$ cat src/rtl/frame_serializer_pkg.sv
// Shared definitions for frame_serializer: FSM encodings, default geometry and a width helper.
`ifndef INPUT_WIDTH
`define INPUT_WIDTH 16
`endif

package frame_serializer_pkg;

   localparam int unsigned FSER_DEF_WIDTH    = `INPUT_WIDTH;
   localparam int unsigned FSER_DEF_CHANNELS = 2;

   typedef enum logic [1:0] {
      FSER_IDLE  = 2'd0,
      FSER_LOAD  = 2'd1,
      FSER_SHIFT = 2'd2,
      FSER_GAP   = 2'd3
   } fser_state_e;

   // Bit-counter width; a 1-bit word still needs a 1-bit counter.
   function automatic int unsigned fser_cnt_w(input int unsigned w);
      return (w > 1) ? $clog2(w) : 1;
   endfunction

endpackage

$ cat src/rtl/frame_serializer_sync_fifo.sv
// Single-clock FIFO with wrap-bit pointers, registered full/empty flags and occupancy level.
module frame_serializer_sync_fifo #(
   parameter int unsigned DW    = 32,
   parameter int unsigned DEPTH = 8
) (
   input  logic                   clk,
   input  logic                   reset,
   input  logic                   wr_en_i,
   input  logic [DW-1:0]          wr_data_i,
   input  logic                   rd_en_i,
   output logic [DW-1:0]          rd_data_c,
   output logic                   full_o,
   output logic                   empty_o,
   output logic [$clog2(DEPTH):0] level_o
);

   localparam int unsigned AW = $clog2(DEPTH);
   localparam int unsigned PW = AW + 1;

   logic [DW-1:0] mem_q [DEPTH];
   logic [PW-1:0] wr_ptr_q, wr_ptr_d;
   logic [PW-1:0] rd_ptr_q, rd_ptr_d;
   logic [PW-1:0] level_d;
   logic          full_d, empty_d;
   logic          wr_fire, rd_fire;

   assign wr_fire   = wr_en_i && !full_o;
   assign rd_fire   = rd_en_i && !empty_o;
   assign rd_data_c = mem_q[rd_ptr_q[AW-1:0]];

   // Flags are derived from the next pointers so they can be registered.
   always_comb begin
      wr_ptr_d = wr_ptr_q + PW'(wr_fire);
      rd_ptr_d = rd_ptr_q + PW'(rd_fire);
      level_d  = wr_ptr_d - rd_ptr_d;
      full_d   = (level_d == PW'(DEPTH));
      empty_d  = (level_d == '0);
   end

   always_ff @(posedge clk or negedge reset) begin
      if (!reset) begin
         wr_ptr_q <= '0;
         rd_ptr_q <= '0;
         level_o  <= '0;
         full_o   <= 1'b0;
         empty_o  <= 1'b1;
      end else begin
         wr_ptr_q <= wr_ptr_d;
         rd_ptr_q <= rd_ptr_d;
         level_o  <= level_d;
         full_o   <= full_d;
         empty_o  <= empty_d;
      end
   end

   always_ff @(posedge clk) begin
      if (wr_fire) mem_q[wr_ptr_q[AW-1:0]] <= wr_data_i;
   end

endmodule

$ cat src/rtl/frame_serializer.sv
// Multi-lane MSB-first frame serializer with input FIFO, frame strobe and programmable gap.
// Define FSER_PARITY_EN to append an even-parity bit per lane after each word's LSB.
module frame_serializer
   import frame_serializer_pkg::*;
#(
   parameter int unsigned WIDTH    = FSER_DEF_WIDTH,
   parameter int unsigned CHANNELS = FSER_DEF_CHANNELS,
   parameter int unsigned DEPTH    = 8,
   parameter int unsigned GAP_W    = 8
) (
   input  logic                        clk,
   input  logic                        reset,
   input  logic                        enable,
   input  logic [GAP_W-1:0]            cfg_gap,
   input  logic                        in_valid,
   output logic                        in_ready,
   input  logic [CHANNELS*WIDTH-1:0]   in_data,
   output logic                        frame,
   output logic [CHANNELS-1:0]         serial_out,
   output logic                        busy,
   output logic                        underrun,
   output logic [$clog2(DEPTH):0]      fifo_level
);

   localparam int unsigned CNT_W = fser_cnt_w(WIDTH);
   localparam int unsigned DW    = CHANNELS * WIDTH;

   fser_state_e         state_q, state_d;
   logic [CNT_W-1:0]    cnt_q, cnt_d;
   logic [GAP_W-1:0]    gap_q, gap_d;
   logic [GAP_W-1:0]    gcnt_q, gcnt_d;
   logic                pop_c, load_c, shift_c, start_c, last_bit_c;
   logic                fifo_full, fifo_empty;
   logic [DW-1:0]       head_c;
   logic [CHANNELS-1:0] msb_c;
   logic [CHANNELS-1:0] serial_d;
   logic                frame_d, busy_d, underrun_d;
`ifdef FSER_PARITY_EN
   logic                par_ph_q, par_ph_d;
   logic [CHANNELS-1:0] par_q, par_d, head_par_c;
`endif

   frame_serializer_sync_fifo #(
      .DW    (DW),
      .DEPTH (DEPTH)
   ) u_fifo (
      .clk       (clk),
      .reset     (reset),
      .wr_en_i   (in_valid),
      .wr_data_i (in_data),
      .rd_en_i   (pop_c),
      .rd_data_c (head_c),
      .full_o    (fifo_full),
      .empty_o   (fifo_empty),
      .level_o   (fifo_level)
   );

   assign in_ready = ~fifo_full;

`ifdef FSER_PARITY_EN
   assign last_bit_c = par_ph_q;
`else
   assign last_bit_c = (cnt_q == '0);
`endif

   // Next-state logic; nothing on the shift side moves while enable is low.
   always_comb begin
      state_d    = state_q;
      cnt_d      = cnt_q;
      gap_d      = gap_q;
      gcnt_d     = gcnt_q;
      underrun_d = 1'b0;
      pop_c      = 1'b0;
      load_c     = 1'b0;
      shift_c    = 1'b0;
      start_c    = 1'b0;
`ifdef FSER_PARITY_EN
      par_ph_d   = par_ph_q;
      par_d      = par_q;
`endif
      if (enable) begin
`ifdef FSER_PARITY_EN
         par_ph_d = 1'b0;
`endif
         case (state_q)
            FSER_IDLE: begin
               if (!fifo_empty) state_d = FSER_LOAD;
            end
            FSER_LOAD: begin
               start_c = 1'b1;
            end
            FSER_SHIFT: begin
               if (last_bit_c) begin
                  if (gap_q != '0) begin
                     state_d = FSER_GAP;
                     gcnt_d  = gap_q - GAP_W'(1);
                  end else if (!fifo_empty) begin
                     start_c = 1'b1;
                  end else begin
                     underrun_d = 1'b1;
                     state_d    = FSER_IDLE;
                  end
               end
`ifdef FSER_PARITY_EN
               else if (cnt_q == '0) begin
                  par_ph_d = 1'b1;
               end
`endif
               else begin
                  shift_c = 1'b1;
                  cnt_d   = cnt_q - CNT_W'(1);
               end
            end
            FSER_GAP: begin
               if (gcnt_q == '0) begin
                  if (!fifo_empty) begin
                     state_d = FSER_LOAD;
                  end else begin
                     underrun_d = 1'b1;
                     state_d    = FSER_IDLE;
                  end
               end else begin
                  gcnt_d = gcnt_q - GAP_W'(1);
               end
            end
            default: state_d = FSER_IDLE;
         endcase

         // Frame start: pop the head entry and sample the gap for this frame.
         if (start_c) begin
            pop_c   = 1'b1;
            load_c  = 1'b1;
            gap_d   = cfg_gap;
            cnt_d   = CNT_W'(WIDTH - 1);
            state_d = FSER_SHIFT;
`ifdef FSER_PARITY_EN
            par_d   = head_par_c;
`endif
         end
      end
   end

   for (genvar c = 0; c < CHANNELS; c++) begin : g_lane
      logic [WIDTH-1:0] sreg_q, sreg_d, word_c;

      assign word_c = head_c[c*WIDTH +: WIDTH];

      always_comb begin
         sreg_d = sreg_q;
         if (load_c)       sreg_d = word_c;
         else if (shift_c) sreg_d = {sreg_q[WIDTH-2:0], 1'b0};
      end

      always_ff @(posedge clk or negedge reset) begin
         if (!reset) sreg_q <= '0;
         else        sreg_q <= sreg_d;
      end

      assign msb_c[c] = sreg_d[WIDTH-1];
`ifdef FSER_PARITY_EN
      assign head_par_c[c] = ^word_c;
`endif
   end

   // Output values are decoded from next state so the registered outputs line up with it.
   always_comb begin
      serial_d = '0;
      if (state_d == FSER_SHIFT) begin
`ifdef FSER_PARITY_EN
         serial_d = par_ph_d ? par_d : msb_c;
`else
         serial_d = msb_c;
`endif
      end
      frame_d = (state_d == FSER_SHIFT) && (cnt_d == CNT_W'(WIDTH - 1));
      busy_d  = (state_d != FSER_IDLE);
   end

   always_ff @(posedge clk or negedge reset) begin
      if (!reset) begin
         state_q    <= FSER_IDLE;
         cnt_q      <= '0;
         gap_q      <= '0;
         gcnt_q     <= '0;
         frame      <= 1'b0;
         serial_out <= '0;
         busy       <= 1'b0;
         underrun   <= 1'b0;
      end else begin
         state_q    <= state_d;
         cnt_q      <= cnt_d;
         gap_q      <= gap_d;
         gcnt_q     <= gcnt_d;
         frame      <= frame_d;
         serial_out <= serial_d;
         busy       <= busy_d;
         underrun   <= underrun_d;
      end
   end

`ifdef FSER_PARITY_EN
   always_ff @(posedge clk or negedge reset) begin
      if (!reset) begin
         par_ph_q <= 1'b0;
         par_q    <= '0;
      end else begin
         par_ph_q <= par_ph_d;
         par_q    <= par_d;
      end
   end
`endif

endmodule
$ cat config.mk
export PLATFORM = sky130hd
export DESIGN_NAME = frame_serializer
export DESIGN_NICKNAME = d
export VERILOG_FILES = /design/src/rtl/frame_serializer_pkg.sv /design/src/rtl/frame_serializer_sync_fifo.sv /design/src/rtl/frame_serializer.sv
export SDC_FILE = /design/constraint.sdc
export NUM_CORES = 1
export LEC_CHECK = 0
export BUFFER_PORTS_ARGS = -buffer_cell sky130_fd_sc_hd__buf_2
export CAP_MARGIN = 15
export CORE_ASPECT_RATIO = 0.8
export CORE_MARGIN = 2
export CORE_UTILIZATION = 61
export CTS_CLUSTER_SIZE = 30
export DETAILED_ROUTE_END_ITERATION = 16
export PLACE_DENSITY_LB_ADDON = 0.15
export SETUP_SLACK_MARGIN = 0.2
export SYNTH_ARGS = -nofsm -noshare
export SYNTH_HDL_FRONTEND = slang
export SYNTH_SLANG_ARGS = --single-unit
$ cat constraint.sdc
create_clock -name clk -period 4.33 [get_ports clk]
set_clock_uncertainty 0.1 [all_clocks]
set_input_delay 0.866 -clock clk [delete_from_list [all_inputs] [get_ports clk]]
set_output_delay 0.866 -clock clk [all_outputs]
set_load 0.03 [all_outputs]
== After elaboration in Yosys (flattened, before gate mapping) ==
Memories as Yosys holds them, arrays and structs flattened.
Cells that the tools add are included.
Cells by class
  add/sub/neg operators: 6
  multiplexer cells: 40
  eq/ne operators: 9
  bitwise operators: 1
  reductions and logical operators: 15
Operators with widths (count)
  $mux W16: 4
  $mux W8: 3
  $mux W1: 17
  $mux W2: 8
  $mux W4: 4
  $pmux W8 S2: 1
  $sub A8 B1 Y8 const B: 2
  $add A4 B1 Y4: 2
  $eq A4 B4 Y1 const B: 2
  $logic_not A4 Y1: 2
  $logic_not A8 Y1: 1
  $reduce_bool A8 Y1: 1
  $eq A2 B2 Y1 const B: 3
  $ne A2 B2 Y1 const B: 3
  $pmux W2 S3: 1
  $reduce_bool A2 Y1: 3
  $reduce_and A5 Y1: 1
  $pmux W1 S2: 2
  $sub A4 B1 Y4 const B: 1
  $sub A4 B4 Y4: 1
  $logic_and A1 B1 Y1: 3
  $eq A2 B1 Y1 const B: 1
  $logic_not A1 Y1: 2
  $logic_not A2 Y1: 1
  2 further kinds: 2
Storage, ports and cells
  output and inout bits: 10
  memories kept: 1
  bits in registers: 73
  RAM bits: 256
  input port bits: 44
  word-level logic and storage cells: 89
Memories
  u_fifo.mem_q: depth 8, bits a word 32, rd ports 1, clocked after memory_dff 0, write ports 1, line frame_serializer_sync_fifo.sv:20  | logic [DW-1:0] mem_q [DEPTH];

== Longest topological paths before layout ==
Gate-level depths: netlist (run 1).
  depth after elaboration: 11
  gate-level depth with buffers: 18
  depth with buffers taken out: 14

== Cells and area by module ==
Synthesis (run 1) repeated with hierarchy kept, for this count alone.
Unflattened totals
  cells, all modules: 798
  area, all modules: 13679.4 sq um
By module, submodules not included
  frame_serializer_sync_fifo: area an instance 10528.8 sq um, instances 1, seq. area each 8039.0 sq um, cells an instance 434
  frame_serializer: area an instance 3150.5 sq um, instances 1, seq. area each 1476.4 sq um, cells an instance 364

== Least setup slack after synthesis (run 1) ==
Ideal clock, no wire load.
  path type: input -> register
  from: input in_valid
  to: memory u_fifo.mem_q[0][0], enable pin
  path buffers: 0
  setup time: 0.461 ns
  arrival: 3.384 ns
  stages on the path: 3
  required time: 3.769 ns
  path slack: 0.385 ns
  cell sequence: nor2b_1 nand2b_1 nor3_1
On the way
  word-level cells in the longest chain between the ends: 3
Ends and longest elaborated chain
  from (decl): line frame_serializer.sv:15  | input logic in_valid,
  $logic_and A1 B1 Y1: line frame_serializer_sync_fifo.sv:27  | assign wr_fire = wr_en_i && !full_o;
  $mux W1: line frame_serializer_sync_fifo.sv:57  | if (wr_fire) mem_q[wr_ptr_q[AW-1:0]] <= wr_data_i;
  $mux W1 (implied by the code): line frame_serializer_sync_fifo.sv:57
  to (decl): line frame_serializer_sync_fifo.sv:20
Every way passes these cells.

== Worst setup path after layout (run 1) ==
  from: register state_q[0]
  to: register u_fifo.full_o
On the way
  word-level cells in the longest chain between the ends: 9
  elaborated cells on any way between the ends: 10
  classes of those cells: add/sub (2); eq/ne (3); mux (4); reduce/logical (1)
Ends and longest elaborated chain
  from (decl): line frame_serializer.sv:28  | fser_state_e state_q, state_d;
  from (signal assigned): line frame_serializer.sv:190  | state_q <= state_d;
  $eq A2 B2 Y1 / $eq A2 B1 Y1 (equally long branches): line frame_serializer.sv:85  | case (state_q)
  $pmux W1 S2 (*): line frame_serializer.sv:85
  $mux W1 (*): line frame_serializer.sv:81  | if (enable) begin
  $mux W1 (*): line frame_serializer.sv:130  | if (start_c) begin
  $mux W1 (*): line frame_serializer.sv:81
  $logic_and A1 B1 Y1 (*): line frame_serializer_sync_fifo.sv:28  | assign rd_fire = rd_en_i && !empty_o;
  $add A4 B1 Y4 (*): line frame_serializer_sync_fifo.sv:34  | rd_ptr_d = rd_ptr_q + PW'(rd_fire);
  named net u_fifo.rd_ptr_d[1]: line frame_serializer_sync_fifo.sv:22  | logic [PW-1:0] rd_ptr_q, rd_ptr_d;
  $sub A4 B4 Y4 (*): line frame_serializer_sync_fifo.sv:35  | level_d = wr_ptr_d - rd_ptr_d;
  named net u_fifo.level_d[3]: line frame_serializer_sync_fifo.sv:23  | logic [PW-1:0] level_d;
  $eq A4 B4 Y1 (*): line frame_serializer_sync_fifo.sv:36  | full_d = (level_d == PW'(DEPTH));
  named net u_fifo.full_d: line frame_serializer_sync_fifo.sv:24  | logic full_d, empty_d;
  to (signal assigned): line frame_serializer_sync_fifo.sv:51  | full_o <= full_d;
  to (decl): line frame_serializer_sync_fifo.sv:12  | output logic full_o,
The timed path passes the listed nets; every way through them passes the cells marked *. The select of a mux whose other input is x is not followed.
A chain may end at the register's enable or synchronous reset.

==> results of run 1 <==
[layout make-up]
class	instances	area, sq um
clock buffers	41	853.3
repair buffers	72	430.4
multi-input cells	345	3616
well taps	275	344.1
inverters	18	67.56
clock inverters	17	235.2
diodes	2	5.005
flip-flops and latches	329	9520
fillers	1325	6429
[per-stage QoR]
step / hold WS [ns] / std cells / total power, W / setup slack (ns)
finish: 0.3661 / 1099 / 0.01054 / 0.6172
global route: 0.3904 / 1098 / 0.01107 / 0.4112
CTS: 0.3743 / 1096 / 0.01059 / 0.6617
detailed placement: 0.3816 / 1038 / 0.007757 / 0.6723
global placement: 0.3723 / 1038 / 0.007651 / 0.8211
floorplan: 0.3445 / 729 / 0.006889 / 0.3851
[sequential cells by signal (all words and copies together), names as in the netlist]
register	cells
u_fifo.level_o	4
serial_out	2
u_fifo.empty_o	1
cnt_q	4
g_lane.sreg_q	32
gap_q	8
u_fifo.rd_ptr_q	4
underrun	1
gcnt_q	8
state_q	2
u_fifo.wr_ptr_q	4
frame	1
u_fifo.full_o	1
busy	1
u_fifo.mem_q	256
[per-layer routing]
| metal | track usage | up-vias |
|---|---|---|
| met5 | 0 | - |
| met4 | 0.05556 | 0 |
| li1 | - | 3062 |
| met2 | 0.3853 | 255 |
| met1 | 0.3116 | 3520 |
| met3 | 0.03668 | 47 |
[power by group through the flow]
stage	Combinational (W)	Sequential (W)	Clock, W
3_5_place_dp	0.00315	0.00461	0
2_1_floorplan	0.00244	0.00445	0
4_1_cts	0.00317	0.00455	0.00287
6_report	0.00316	0.00455	0.00282
5_1_grt	0.00344	0.00463	0.00300
3_3_place_gp	0.00308	0.00457	0
[placed cells by master, fill, tap and decap left out, drive strengths merged, types with 2 or more instances in the layout]
master   count
a211oi       2
a21o         5
a21oi       10
a221o       28
a31oi        3
a41oi        2
and3        31
and4bb       2
buf         72
bufinv       5
clkbuf      41
clkinv       8
dfrtp       72
diode        2
edfxtp     256
ha          13
inv         21
mux2        30
mux2i        9
mux4        64
nand2       44
nand2b       4
nand3        7
nand3b       2
nor2        11
nor2b        4
nor3         9
nor3b        4
nor4         5
o211ai       3
o21ai       16
o221ai       2
o22ai        4
o2bb2ai      2
or2          5
or4          2
xnor2        5
xor2         6
[how the worst max path moves through the flow]
stage                    start            endpoint  slack, ns
global placement    state_q[0]       u_fifo.full_o       0.82
CTS                 state_q[0]       u_fifo.full_o       0.66
global route        state_q[0]      u_fifo.empty_o       0.41
detailed placement  state_q[0]       u_fifo.full_o       0.67
floorplan             in_valid  u_fifo.mem_q[0][0]       0.39
finish              state_q[0]       u_fifo.full_o       0.62
[logic make-up (layout without fill, tap and decap cells)]
kind of cell             count (synthesis)  in the layout  synth area share
other                                    0              2                 0
buffers and inverters                   55            148           0.01786
XOR/XNOR                                12             12          0.009026
AND/OR/NAND/NOR                        134            134           0.05613
multiplexers                           103            103            0.1407
flip-flops                             329            329            0.7150
AO/OA/AOI/OAI                           82             82           0.04748
adder cells (fa/ha/maj)                 14             14           0.01373
==> metrics.yaml, run 1 <==
sta:
  period_needed_ns: 3.713
  hold_viol_final: 0
  fin_crit_sh: 0.8575
  relSlewSlack: 0.3503
  tns_ns: 0
  drv_slew: 0
  tightest_slew_ns: 0.9745
  rsz0062_at_grt: "false"
  fmax_mhz: 269.3
  finalSetupViolCount: 0
power:
  sw_frac_of_total: 0.3056
  combPwrFrac: 0.300
  p_sw_w: 0.003221
  peakVddDrop_v: 0.0004279
  seq_power_share: 0.432
  pwr-share-clk: 0.268
  internal-power_w: 0.007318
  powerDensity_nw_per_um2: 699.2
  total_leakage_power_nw: 5.484
cells_and_area:
  final_nets: 855
  final_area_sq_um: 15070
  area_growth_pct: 13.26
  fin_util: 0.7010
  drive_gt1_frac: 0.2908
global_routing:
  grt_max_degree: 74
  grtUsageTotal: 0.2257
  grt_pass1_wl_microns: 39540
  grt_pass1_vias: 7234
  grt_antenna_before_repair: 2
  grt_overflow: 0
floorplan:
  die_width_microns: 169.1
  dieArea_sq_um: 23020
  num_rows: 48
  die_h_microns: 136.1
  core_area_sq_um: 21500
  io_pins: 54
  start_util: 0.6189
synth:
  syn_nets: 787
  synth.cell_area_sq_um: 13310
  ys_top_cells_by_area: "edfxtp_1, dfrtp_1, mux4_2"
  synth.most_common_cell: "edfxtp_1"
  yosysWarnings: 0
  yosysSeqAreaShare: 0.7150
  synthDominantCellAreaShare: 0.5777
  syn_inst: 729
  synth.largest_area_cell: "edfxtp_1"
  ys_types: 55
  synth_common_cells: "edfxtp_1, dfrtp_1, mux4_2"
  ys_ff_latch: 329
  synth-async-reset-ratio: 0.2219
  synth_ff_type: "edfxtp_1"
  avgSynthCellArea_sq_um: 18.25
  synth_edf_count: 256
place:
  placed_cell_area_sq_um: 13950
  finalWeightedCongestion: 0.8990
  dp_hpwl_microns: 14840
  io_buffers: 53
clocking:
  cts_tree: "built"
  clock_sinks: 329
  cts_resized: 0
  clk_pin_slew_ns: 0.07
  clockBufferDepth: 3
  cts_setup_buffers: 0
  cts_made_buffers: 31
  cts_hold_buf: 0
  cts-root-buf: "clkbuf_16"
  clk-insertion-delay-late_ns: 0.57
  htreeDepth: 1
route:
  drc_errors: 0
  wl_microns: 25050
  routed.top_layer: "met4"
  vias_per_cell: 6.264
  ant_nets: 0
  drtIter0Drc: 521
  vias: 6884
  first_pass_iters: 5
  wl_met3_microns: 1536
  wl_met1_microns: 10380
  routedWlPerCell_microns: 22.80
  wl_met2_microns: 12660
setup_path:
  critPathKind: "reg2reg"
  timing.rr.end: "u_fifo.full_o"
  cp_top_family: "adder cells"
  r2r_start: "state_q[0]"
  worstRegToRegCells: 14
  crit_buf_inv: 2
  r2r_slack_ns: 0.62
  max_stage_delay_ns: 0.44
  slowest_stage: "dfrtp_1"
  worstSetupEndpointType: "flip-flop"
  path_max_fanout: 9
  cp.depth: 14
  cp_cell_sequence: "inv_1, ha_1, and4bb_1, a41oi_1, or2_1, nor2_1, ha_1, ha_1, inv_1, ha_1, a21o_1, a21oi_1, xor3_1, and4_1"
  critPathMostFrequentCell: "ha_1"
  arrival_ns: 4.07
  start_kind: "flip-flop"
  required_ns: 4.68
flow_run:
  drv_cap: 0
worst_hold_path:
  hold_path_class: "in2async"
status:
  status: "complete, no violations"
Power figures use the tool's default switching activity.
==> run 2, diff against run 1 <==
- CORE_UTILIZATION: 61 -> 60
- REMOVE_ABC_BUFFERS: not set -> 1
==> metrics.yaml, run 2 (synthesis results as in run 1) <==
clocking:
  clk-insertion-delay-late_ns: 0.55
  cts_resized: 0
  htreeDepth: 1
  cts-root-buf: "clkbuf_16"
  cts_hold_buf: 0
  clockBufferDepth: 3
  cts_setup_buffers: 0
  clk_pin_slew_ns: 0.07
  clock_sinks: 329
  cts_tree: "built"
  cts_made_buffers: 31
power:
  total_leakage_power_nw: 5.457
  pwr-share-clk: 0.268
  seq_power_share: 0.428
  sw_frac_of_total: 0.3053
  peakVddDrop_v: 0.0004070
  finalPower_w: 0.01052
  internal-power_w: 0.007308
  p_sw_w: 0.003212
  powerDensity_nw_per_um2: 697.4
  combPwrFrac: 0.305
place:
  placed_cell_area_sq_um: 14000
  dp_hpwl_microns: 14770
  io_buffers: 53
  place_ws_ns: 0.6552
  finalWeightedCongestion: 0.8112
sta:
  tightest_slew_ns: 0.9892
  setup_ws_ns: 0.5694
  fin_crit_sh: 0.8685
  tns_ns: 0
  relSlewSlack: 0.3406
  hold_viol_final: 0
  rsz0062_at_grt: "false"
  drv_slew: 0
  fmax_mhz: 265.9
  period_needed_ns: 3.761
  finalSetupViolCount: 0
flow_run:
  drv_cap: 0
global_routing:
  grt_pass1_wl_microns: 39850
  grt_pass1_vias: 7051
  grt_overflow: 0
  grt_max_degree: 74
  grt_antenna_before_repair: 2
  grtUsageTotal: 0.2291
cells_and_area:
  largest_reg_flops: 256
  layout_common_cells: "edfxtp_1, dfrtp_1, mux4_2"
  fin_util: 0.6958
  nFillCells: 1368
  area_growth_pct: 13.35
  final_nets: 855
  drive_gt1_frac: 0.2923
  final_area_sq_um: 15080
  layout_commonest_cell: "edfxtp_1"
setup_path:
  timing.rr.end: "u_fifo.empty_o"
  worstRegToRegCells: 14
  cp_cell_sequence: "inv_1, ha_1, and4bb_1, a41oi_1, or2_1, nor2_1, ha_1, ha_1, inv_1, ha_1, a21o_1, a21oi_1, xor3_1, nor4_1"
  max_stage_delay_ns: 0.43
  slowest_stage: "dfrtp_1"
  arrival_ns: 4.09
  cp_top_family: "adder cells"
  critPathMostFrequentCell: "ha_1"
  r2r_slack_ns: 0.57
  start_kind: "flip-flop"
  path_max_fanout: 9
  worstSetupEndpointType: "flip-flop"
  crit_buf_inv: 2
  critPathKind: "reg2reg"
  required_ns: 4.66
  r2r_start: "state_q[0]"
floorplan:
  die_h_microns: 137.2
  num_rows: 48
  io_pins: 54
  core_area_sq_um: 21680
  dieArea_sq_um: 23390
  die_width_microns: 170.5
  start_util: 0.6138
route:
  first_pass_iters: 6
  drc_errors: 0
  drtIter0Drc: 683
  vias_per_cell: 6.131
  routedWlPerCell_microns: 22.98
  wl_microns: 25780
  vias: 6879
  ant_nets: 0
status:
  status: "complete, no violations"
worst_hold_path:
  hold_path_class: "in2async"
run 2: cell types whose count changed in the layout (fill, tap and decap cells not counted), moves of 2 or more:
cell / previous run / this run
clkbuf_1: 6 / 4
clkbuf_8: 4 / 8
clkinvlp_4: 1 / 5
clkinv_2: 6 / 2
run 2: per-stage QoR:
step	cells	hold WS (ns)
after global routing	1121	0.4052
after global placement	1064	0.3707
after CTS	1121	0.3767
final	1122	0.3491
after floorplan	692	0.3446
after detailed placement	1064	0.3641
run 2: final cells by class:
| class | count | area [sq um] | area share |
|---|---|---|---|
| clock inverter | 14 | 183.9 | 0.01219 |
| multi-input combinational | 345 | 3623 | 0.2402 |
| sequential | 329 | 9520 | 0.6311 |
| tap | 300 | 375.4 | 0.02488 |
| clock buffer | 43 | 900.9 | 0.05972 |
| antenna | 1 | 2.502 | 0.0001659 |
| inverter | 18 | 67.56 | 0.004479 |
| timing repair buffer | 72 | 410.4 | 0.02721 |
run 2: worst max path at each step:
stage                                  start             end  slack, ns  cells after the start
after CTS                         state_q[0]  u_fifo.empty_o       0.61                     14
final                             state_q[0]  u_fifo.empty_o       0.57                     14
after detailed placement          state_q[0]  u_fifo.empty_o       0.66                     14
after global routing              state_q[0]  u_fifo.empty_o       0.39                     14
after global placement            state_q[0]   u_fifo.full_o       0.75                     14
after floorplan           u_fifo.rd_ptr_q[0]   u_fifo.full_o      -0.17                      8
run 2: power by group through the flow:
stage	registers, W	clock network (W)	logic [W]
6_report	0.00450	0.00282	0.00320
4_1_cts	0.00450	0.00287	0.00323
3_3_place_gp	0.00452	0	0.00314
3_5_place_dp	0.00455	0	0.00321
5_1_grt	0.00457	0.00298	0.00349
2_1_floorplan	0.00470	0	0.00218
run 2: metal layers:
metal | vias up | part of all wire | global-route usage
met5 | - | 0.00050 | 0
met4 | 2 | 0.020 | 0.05223
met3 | 51 | 0.065 | 0.03620
met2 | 233 | 0.48 | 0.3711
met1 | 3527 | 0.43 | 0.3371
li1 | 3066 | - | -
